$ cat src/rtl/gb_wavetable_channel_if.sv
// Register-file / mixer side bundle for the wavetable channel.
// The APU register file drives the control inputs and RAM writes (master);
// the channel consumes them and reports level, enable and play position (slave).
interface gb_wavetable_channel_if #(
  parameter int unsigned SAMPLE_W    = 4,
  parameter int unsigned NUM_SAMPLES = 32,
  parameter int unsigned LEN_W       = 8,
  parameter int unsigned FREQ_W      = 11
);
  localparam int unsigned POS_W  = $clog2(NUM_SAMPLES);
  localparam int unsigned ADDR_W = $clog2(NUM_SAMPLES / 2);

  logic                  clk_length_ctr;
  logic [LEN_W-1:0]      length;
  logic [1:0]            volume;
  logic                  on;
  logic                  single;
  logic                  start;
  logic [FREQ_W-1:0]     frequency;
  logic                  wr_en;
  logic [ADDR_W-1:0]     wr_addr;
  logic [2*SAMPLE_W-1:0] wr_data;
  logic [SAMPLE_W-1:0]   level;
  logic                  enable;
  logic [POS_W-1:0]      sample_pos;

  modport master (
    output clk_length_ctr, length, volume, on, single, start, frequency,
           wr_en, wr_addr, wr_data,
    input  level, enable, sample_pos
  );

  modport slave (
    input  clk_length_ctr, length, volume, on, single, start, frequency,
           wr_en, wr_addr, wr_data,
    output level, enable, sample_pos
  );
endinterface

$ cat src/rtl/gb_wavetable_channel.sv
// Wavetable playback channel: plays NUM_SAMPLES packed samples from an
// internal wave RAM at a programmable rate, with a length counter, DAC
// power gating and 2-bit volume shift. The sample buffer is deliberately
// not refreshed on trigger, so the stale sample plays until the first advance.
module gb_wavetable_channel #(
  parameter int unsigned SAMPLE_W    = 4,
  parameter int unsigned NUM_SAMPLES = 32,
  parameter int unsigned LEN_W       = 8,
  parameter int unsigned FREQ_W      = 11
) (
  input  logic                  clk,
  input  logic                  reset,
  gb_wavetable_channel_if.slave bus
);
  localparam int unsigned POS_W     = $clog2(NUM_SAMPLES);
  localparam int unsigned ADDR_W    = $clog2(NUM_SAMPLES / 2);
  localparam int unsigned NUM_BYTES = NUM_SAMPLES / 2;

  logic [2*SAMPLE_W-1:0] ram [NUM_BYTES];

  logic [FREQ_W:0]       timer_q;
  logic [POS_W-1:0]      pos_q;
  logic [SAMPLE_W-1:0]   buffer_q;
  logic [LEN_W:0]        len_ctr_q;
  logic                  enable_q;
  logic [SAMPLE_W-1:0]   level_q;

  logic [FREQ_W:0]       period;
  logic [LEN_W:0]        len_load;
  logic [POS_W-1:0]      next_pos;
  logic [2*SAMPLE_W-1:0] next_byte;
  logic [SAMPLE_W-1:0]   next_sample;
  logic                  len_tick;
  logic                  len_expire;
  logic [SAMPLE_W-1:0]   scaled;

  // Reload period and length load value, both one bit wider than their registers
  assign period   = {1'b1, {FREQ_W{1'b0}}} - {1'b0, bus.frequency};
  assign len_load = {1'b1, {LEN_W{1'b0}}} - {1'b0, bus.length};

  // Next play position and the sample it selects (even = upper half of the byte)
  always_comb begin
    next_pos    = pos_q + POS_W'(1);
    next_byte   = ram[next_pos[POS_W-1:1]];
    next_sample = next_pos[0] ? next_byte[SAMPLE_W-1:0]
                              : next_byte[2*SAMPLE_W-1:SAMPLE_W];
  end

  // Length-counter tick qualification and expiry detect
  always_comb begin
    len_tick   = bus.clk_length_ctr && bus.single && enable_q && (len_ctr_q != '0);
    len_expire = len_tick && (len_ctr_q == (LEN_W+1)'(1));
  end

  // Volume shift applied to the sample buffer
  always_comb begin
    scaled = '0;
    case (bus.volume)
      2'b01:   scaled = buffer_q;
      2'b10:   scaled = buffer_q >> 1;
      2'b11:   scaled = buffer_q >> 2;
      default: scaled = '0;
    endcase
  end

  // Wave RAM: writes only land while the channel is idle (pre-trigger enable)
  always_ff @(posedge clk) begin
    if (!reset) begin
      for (int unsigned i = 0; i < NUM_BYTES; i++) ram[i] <= '0;
    end else if (bus.wr_en && !enable_q) begin
      ram[bus.wr_addr] <= bus.wr_data;
    end
  end

  // Trigger, frequency timer, play position, length counter and enable
  always_ff @(posedge clk) begin
    if (!reset) begin
      timer_q   <= period;
      pos_q     <= '0;
      buffer_q  <= '0;
      len_ctr_q <= '0;
      enable_q  <= 1'b0;
    end else if (bus.start) begin
      // Trigger overrides a coincident timer expiry or length tick.
      timer_q   <= period;
      pos_q     <= '0;
      len_ctr_q <= len_load;
      enable_q  <= bus.on;
    end else begin
      if (enable_q) begin
        if (timer_q == (FREQ_W+1)'(1)) begin
          timer_q  <= period;
          pos_q    <= next_pos;
          buffer_q <= next_sample;
        end else begin
          timer_q <= timer_q - (FREQ_W+1)'(1);
        end
      end
      if (len_tick) len_ctr_q <= len_ctr_q - (LEN_W+1)'(1);
      if (!bus.on || len_expire) enable_q <= 1'b0;
    end
  end

  // Registered mixer output, gated by the channel enable
  always_ff @(posedge clk) begin
    if (!reset) level_q <= '0;
    else        level_q <= enable_q ? scaled : '0;
  end

  assign bus.level      = level_q;
  assign bus.enable     = enable_q;
  assign bus.sample_pos = pos_q;

  logic unused_addr_w;
  assign unused_addr_w = (ADDR_W == 0);
endmodule

$ cat src/flat_wrapper.sv
// flat-port wrapper written by rule: the top's interface ports become plain ports
module gb_wavetable_channel_flat 
#(
  parameter int unsigned SAMPLE_W    = 4,
  parameter int unsigned NUM_SAMPLES = 32,
  parameter int unsigned LEN_W       = 8,
  parameter int unsigned FREQ_W      = 11
)
  (clk, reset, bus_clk_length_ctr, bus_length, bus_volume, bus_on, bus_single, bus_start, bus_frequency, bus_wr_en, bus_wr_addr, bus_wr_data, bus_level, bus_enable, bus_sample_pos);
  gb_wavetable_channel_if #(.SAMPLE_W(SAMPLE_W), .NUM_SAMPLES(NUM_SAMPLES), .LEN_W(LEN_W), .FREQ_W(FREQ_W)) bus_i ();
  input  logic clk;
  input  logic reset;
  input wire logic [$bits(bus_i.clk_length_ctr)-1:0] bus_clk_length_ctr;
  input wire logic [$bits(bus_i.length)-1:0] bus_length;
  input wire logic [$bits(bus_i.volume)-1:0] bus_volume;
  input wire logic [$bits(bus_i.on)-1:0] bus_on;
  input wire logic [$bits(bus_i.single)-1:0] bus_single;
  input wire logic [$bits(bus_i.start)-1:0] bus_start;
  input wire logic [$bits(bus_i.frequency)-1:0] bus_frequency;
  input wire logic [$bits(bus_i.wr_en)-1:0] bus_wr_en;
  input wire logic [$bits(bus_i.wr_addr)-1:0] bus_wr_addr;
  input wire logic [$bits(bus_i.wr_data)-1:0] bus_wr_data;
  output wire logic [$bits(bus_i.level)-1:0] bus_level;
  output wire logic [$bits(bus_i.enable)-1:0] bus_enable;
  output wire logic [$bits(bus_i.sample_pos)-1:0] bus_sample_pos;
  assign bus_i.clk_length_ctr = bus_clk_length_ctr;
  assign bus_i.length = bus_length;
  assign bus_i.volume = bus_volume;
  assign bus_i.on = bus_on;
  assign bus_i.single = bus_single;
  assign bus_i.start = bus_start;
  assign bus_i.frequency = bus_frequency;
  assign bus_i.wr_en = bus_wr_en;
  assign bus_i.wr_addr = bus_wr_addr;
  assign bus_i.wr_data = bus_wr_data;
  assign bus_level = bus_i.level;
  assign bus_enable = bus_i.enable;
  assign bus_sample_pos = bus_i.sample_pos;
  gb_wavetable_channel #(.SAMPLE_W(SAMPLE_W), .NUM_SAMPLES(NUM_SAMPLES), .LEN_W(LEN_W), .FREQ_W(FREQ_W)) u_core (.clk(clk), .reset(reset), .bus(bus_i));
endmodule
$ cat config.mk
export PLATFORM = sky130hd
export DESIGN_NAME = gb_wavetable_channel_flat
export DESIGN_NICKNAME = d
export VERILOG_FILES = /design/src/rtl/gb_wavetable_channel_if.sv /design/src/rtl/gb_wavetable_channel.sv /design/src/flat_wrapper.sv
export SDC_FILE = /design/constraint.sdc
export NUM_CORES = 1
export LEC_CHECK = 0
export CAP_MARGIN = 20
export CORE_ASPECT_RATIO = 0.9
export CORE_MARGIN = 3
export CORE_UTILIZATION = 31
export CTS_CLUSTER_SIZE = 10
export DETAILED_ROUTE_END_ITERATION = 16
export DONT_BUFFER_PORTS = 1
export SLEW_MARGIN = 30
export SYNTH_ARGS = -nofsm -noshare
export SYNTH_HDL_FRONTEND = slang
export SYNTH_SLANG_ARGS = --single-unit
$ cat constraint.sdc
create_clock -name clk -period 6.2 [get_ports clk]
set_input_delay 0.31 -clock clk [delete_from_list [all_inputs] [get_ports clk]]
set_output_delay 0.31 -clock clk [all_outputs]
set_load 0.01 [all_outputs]
After elaboration in Yosys (flattened, before gate mapping)
Memories as Yosys holds them, arrays and structs flattened. Cells that the tools add are included.

Reduce and logical (&&, ||, !) cells: 16. Bitwise gates (word level): 2. Add/sub/neg operators: 5. Multiplexer cells: 17. Equal/unequal tests: 6.

Operator list (number): two-way mux 12 bit (4); two-way mux 9 bit (2); == test 12 x 1 -> 1 bit (second input constant) (1); case mux 4 bit (3 select lines) (1); subtractor 12 x 1 -> 12 bit (second input constant) (1); subtractor 12 x 11 -> 12 bit (first input constant) (1); == test 9 x 1 -> 1 bit (second input constant) (1); nonzero test 9 bit (1); subtractor 9 x 1 -> 9 bit (second input constant) (1); subtractor 9 x 8 -> 9 bit (first input constant) (1); two-way mux 4 bit (2); two-way mux 8 bit (1); OR reduction 8 bit (1); two-way mux 1 bit (7); adder 5 x 1 -> 5 bit (second input constant) (1); logical AND 1 bit (5); == test 2 bit (second input constant) (2); AND reduction 2 bit (2); nonzero test 2 bit (2); != test 3 x 1 -> 1 bit (second input constant) (1); AND reduction 3 bit (1); == test 2 x 1 -> 1 bit (second input constant) (1); zero test 1 bit (2); inverter 1 bit (2); 2 further kinds (2).

Bits in registers: 35. Output and inout port bits: 10. Bits in writable memories: 128. Memories: 1. Bits of input ports: 40. Logic and storage cells: 53.

Memories: u_core.ram (depth 16, width 8, read ports 1, clocked after memory_dff 0, wr ports 16, RTL line gb_wavetable_channel.sv:19) `logic [2*SAMPLE_W-1:0] ram [NUM_BYTES];`.

Logic depth before layout (Yosys ltp)
Depth in word-level cells: 7. Depth in mapped cells: 10. Depth with buffers taken out: 8.

Worst setup path after synthesis
Ideal clock, no wire load.

Kind: input to register. Start: input port reset. End: memory u_core.ram[3][0] (netlist bit), enable pin. Stages on the path: 6. Arrival: 1.905 ns. Setup slack: 3.911 ns. Required time: 5.816 ns. Library setup time: 0.384 ns. Buffers on the path: 2. Path through: clkbuf_1 > nand2_1 > or2_1 > or3_1 > clkbuf_1 > o21ai_0.

RTL lines: start: declaration (RTL line flat_wrapper.sv:12) `input logic reset;`; end: declaration (RTL line gb_wavetable_channel.sv:19).

Worst setup path in the final report
Start: register u_core.pos_q[0], in the netlist u_core.bus.sample_pos[0]. End: register u_core.buffer_q[3].

Longest elaborated chain between the ends: 3.

RTL lines: start: declaration (RTL line gb_wavetable_channel.sv:22) `logic [POS_W-1:0] pos_q;`; start signal: assignment (RTL line gb_wavetable_channel.sv:93) `pos_q <= next_pos;`; adder 5 x 1 -> 5 bit (RTL line gb_wavetable_channel.sv:43) `next_pos = pos_q + POS_W'(1);`; via u_core.next_pos[1] (RTL line gb_wavetable_channel.sv:30) `logic [POS_W-1:0] next_pos;`; memory (16 x 8 bit); two-way mux 4 bit (RTL line gb_wavetable_channel.sv:45) `next_sample = next_pos[0] ? next_byte[SAMPLE_W-1:0]`; end signal: assignment (RTL line gb_wavetable_channel.sv:94) `buffer_q <= next_sample;`; end: declaration (RTL line gb_wavetable_channel.sv:23) `logic [SAMPLE_W-1:0] buffer_q;`.

The timed path passes the listed nets, and every way through them passes these cells. A chain may end at the register's enable or synchronous reset.

==> flow_summary.toml <==
[setup_path]
cp-start-kind = "register"
crit_path_max_fanout = 42
timing.rr.start = "u_core.bus.sample_pos[0]"
reg2reg_depth = 6
r2r-end = "u_core.buffer_q[3]"
worstPathRequired_ns = 6.51
crit_path_end_kind = "register"
crit_chain = "ha_2 > buf_4 > mux4_2 > mux2_2 > nor3b_1 > o41ai_2"
worst-setup-path-type = "register to register"
slowest_delay_ns = 0.76
cp_num_buf_inv = 1
ff2ff_setup_slack_ns = 3.18
worstPathArrival_ns = 3.33
crit_slowest_cell = "dfxtp_1"
cp_top_family = "multiplexers"

[place]
pre_cts_slack_ns = 3.18
routabilityCongestion = 0.860
io_buffers = 0
place_area_sq_um = 8730
dp_cells = 1026
dpl.hpwl_microns = 14200

[synthesis]
async_reset_ff_frac = 0
synth_ff_type = "edfxtp_1"
syn_nets = 746
postSynthAreaPerCell_sq_um = 12.0
syn_inst = 699
synth_cell_types = 63
ys_warn_count = 0
synth_edf_count = 140
synth-seq-cells = 163
yosysSeqAreaShare = 0.558
syn-cell-area_sq_um = 8350

[global_routing]
track_usage = 0.149
grt_pass1_wl_microns = 32100
grt-ovfl-total = 0
antenna_found_initial = 0
grt_start_max_net_pins = 43
grt_pass1_vias = 5420

[sta]
final.setup.tns_ns = 0
min_period_over_period = 0.487
finalSetupViolCount = 0
setup_ws_ns = 3.18
final_hold_viol_count = 0
skew_ns = 0.00772
drv_slew = 0
fmax_mhz = 331
slew_headroom = 0.371
worst_pin_slew_ns = 0.943
holdWs_ns = 0.0131
min_period_ns = 3.02
rsz0062_at_grt = "no"

[finish]
num_antenna_cells = 0
final_layout_size_suffix_gt1_frac = 0.104
layout_common_cells = "edfxtp_1 (140), and2_1 (130), nor2_1 (51), nand2_1 (40)"
instances_no_fill = 1058
area_growth_pct = 11.3
fin_util = 0.354
nNetsFinal = 745
layout_commonest_cell = "edfxtp_1"
final_area_sq_um = 9300

[clock_tree]
clockBufferDepth = 2
clock_sinks = 163
clk_latency_ns = 0.43
cts.htree.levels = 4
cts_tree = "yes"
cts_setup_buffers = 0
clk_pin_slew_worst_paths_ns = 0.06
cts_buffers = 17
cts_root_buf = "clkbuf_16"

[pwr]
finalPower_mw = 2.38
p_sw_mw = 0.520
power_frac_seq = 0.526
power_switching_share = 0.218
power_frac_clock = 0.428
p_leak_nw = 3.31
comb_power_share = 0.047
peakVddDrop_v = 0.000194
p_int_mw = 1.86
p_per_area_nw_per_um2 = 256

[floorplanning]
die_w_microns = 179
fp-row-count = 56
die_area_sq_um = 29000
io_pins = 50
coreArea_sq_um = 26300
dieHeight_microns = 162
initial_utilization = 0.318

[run_status]
status = "finished, final reports clean"

[detailed_routing]
first_pass_iters = 5
via_count = 5406
wl_microns = 20900
post_drt_wl_per_cell_microns = 19.7
drc = 0
post_drt_via_cell_ratio = 5.11
antenna_left = 0
first_iter_violations = 486

[hold_path]
min_to = "u_core.len_ctr_q[6]"
min_path_type = "input port to register"
hp-start = "reset"
hold_depth = 1

[job]
drv_cap = 0
worst max-delay path by stage:
stage	from	end	slack, ns	cells after the start
2_1_floorplan	reset	u_core.ram[3][0]	3.91	6
3_3_place_gp	u_core.bus.sample_pos[0]	u_core.buffer_q[3]	3.25	6
3_5_place_dp	u_core.bus.sample_pos[0]	u_core.buffer_q[3]	3.18	6
4_1_cts	u_core.bus.sample_pos[0]	u_core.buffer_q[3]	3.19	6
5_1_grt	u_core.bus.sample_pos[0]	u_core.buffer_q[2]	2.96	7
6_report	u_core.bus.sample_pos[0]	u_core.buffer_q[3]	3.18	6
power groups by stage:
| stage | clock network [mW] | logic [mW] | registers (mW) |
|---|---|---|---|
| finish | 1.02 | 0.112 | 1.25 |
| detailed placement | 0 | 0.111 | 1.28 |
| floorplan | 0 | 0.0887 | 1.27 |
| global placement | 0 | 0.109 | 1.28 |
| CTS | 1.03 | 0.113 | 1.25 |
| global route | 1.08 | 0.125 | 1.26 |
final cells by class:
class	count	area, sq um
Fill cell	2606	17000
Sequential cell	163	4660
Multi-Input combinational cell	491	3500
Clock buffer	21	440
Tap cell	348	435
Clock inverter	10	110
Timing Repair Buffer	14	108
Inverter	11	41.3
layer usage:
metal / part of all wire / vias to the layer above / track usage
met5: 0 / - / 0
li1: - / 2541 / -
met1: 0.47 / 2665 / 0.212
met4: 0.013 / 0 / 0.0382
met2: 0.43 / 169 / 0.217
met3: 0.083 / 31 / 0.0505
state kept, by name, indices dropped and copies added, names as in the netlist:
signal	count
u_core.ram	128
u_core.timer_q	12
u_core.len_ctr_q	9
u_core.bus.sample_pos	5
u_core.buffer_q	4
u_core.bus.level	4
u_core.bus.enable	1
repair_timing:
action	CTS	global route
resized for setup	0	0
endpoints found under the hold margin	5	0
hold buffers	1	0
Yosys cell counts (all sizes together) (2+ instances only):
cell / n / share of area
nor3b: 3 / 0.0033
mux2i: 23 / 0.028
ha: 7 / 0.010
nand4: 4 / 0.0030
nand2b: 13 / 0.0097
and2: 130 / 0.097
or3b: 2 / 0.0021
xor2: 17 / 0.019
nand2: 40 / 0.018
or3: 4 / 0.0030
o31ai: 2 / 0.0018
nor2: 51 / 0.023
nor3: 15 / 0.0090
dfxtp: 23 / 0.055
and3: 8 / 0.0066
a31oi: 4 / 0.0030
a21oi: 22 / 0.013
nor4: 6 / 0.0045
or2: 3 / 0.0022
mux4: 20 / 0.054
inv: 11 / 0.0049
or4: 2 / 0.0018
xnor2: 22 / 0.026
a2111oi: 2 / 0.0021
nand3: 17 / 0.010
o211ai: 4 / 0.0036
a32oi: 2 / 0.0021
o21ai: 24 / 0.014
edfxtp: 140 / 0.50
o2111ai: 4 / 0.0042
o22ai: 3 / 0.0022
o211a: 4 / 0.0048
clkbuf: 24 / 0.011
buf: 10 / 0.0081
nand3b: 2 / 0.0018
a22oi: 4 / 0.0036
o41ai: 3 / 0.0040
nor2b: 4 / 0.0030
mux2: 7 / 0.0094
cell families after synthesis:
logic type | synth area share
AO/OA/AOI/OAI | 0.0705
XOR/XNOR | 0.0449
AND/OR/NAND/NOR | 0.201
flip-flops | 0.558
buffers and inverters | 0.0238
multiplexers | 0.0914
adder cells (fa/ha/maj) | 0.0105
worst register-to-register path, cell delays in order (launching register included):
cell,delay [ns]
dfxtp_1,0.76
ha_2,0.29
buf_4,0.57
mux4_2,0.63
mux2_2,0.31
nor3b_1,0.25
o41ai_2,0.10
(Power assumes the default switching activity.)
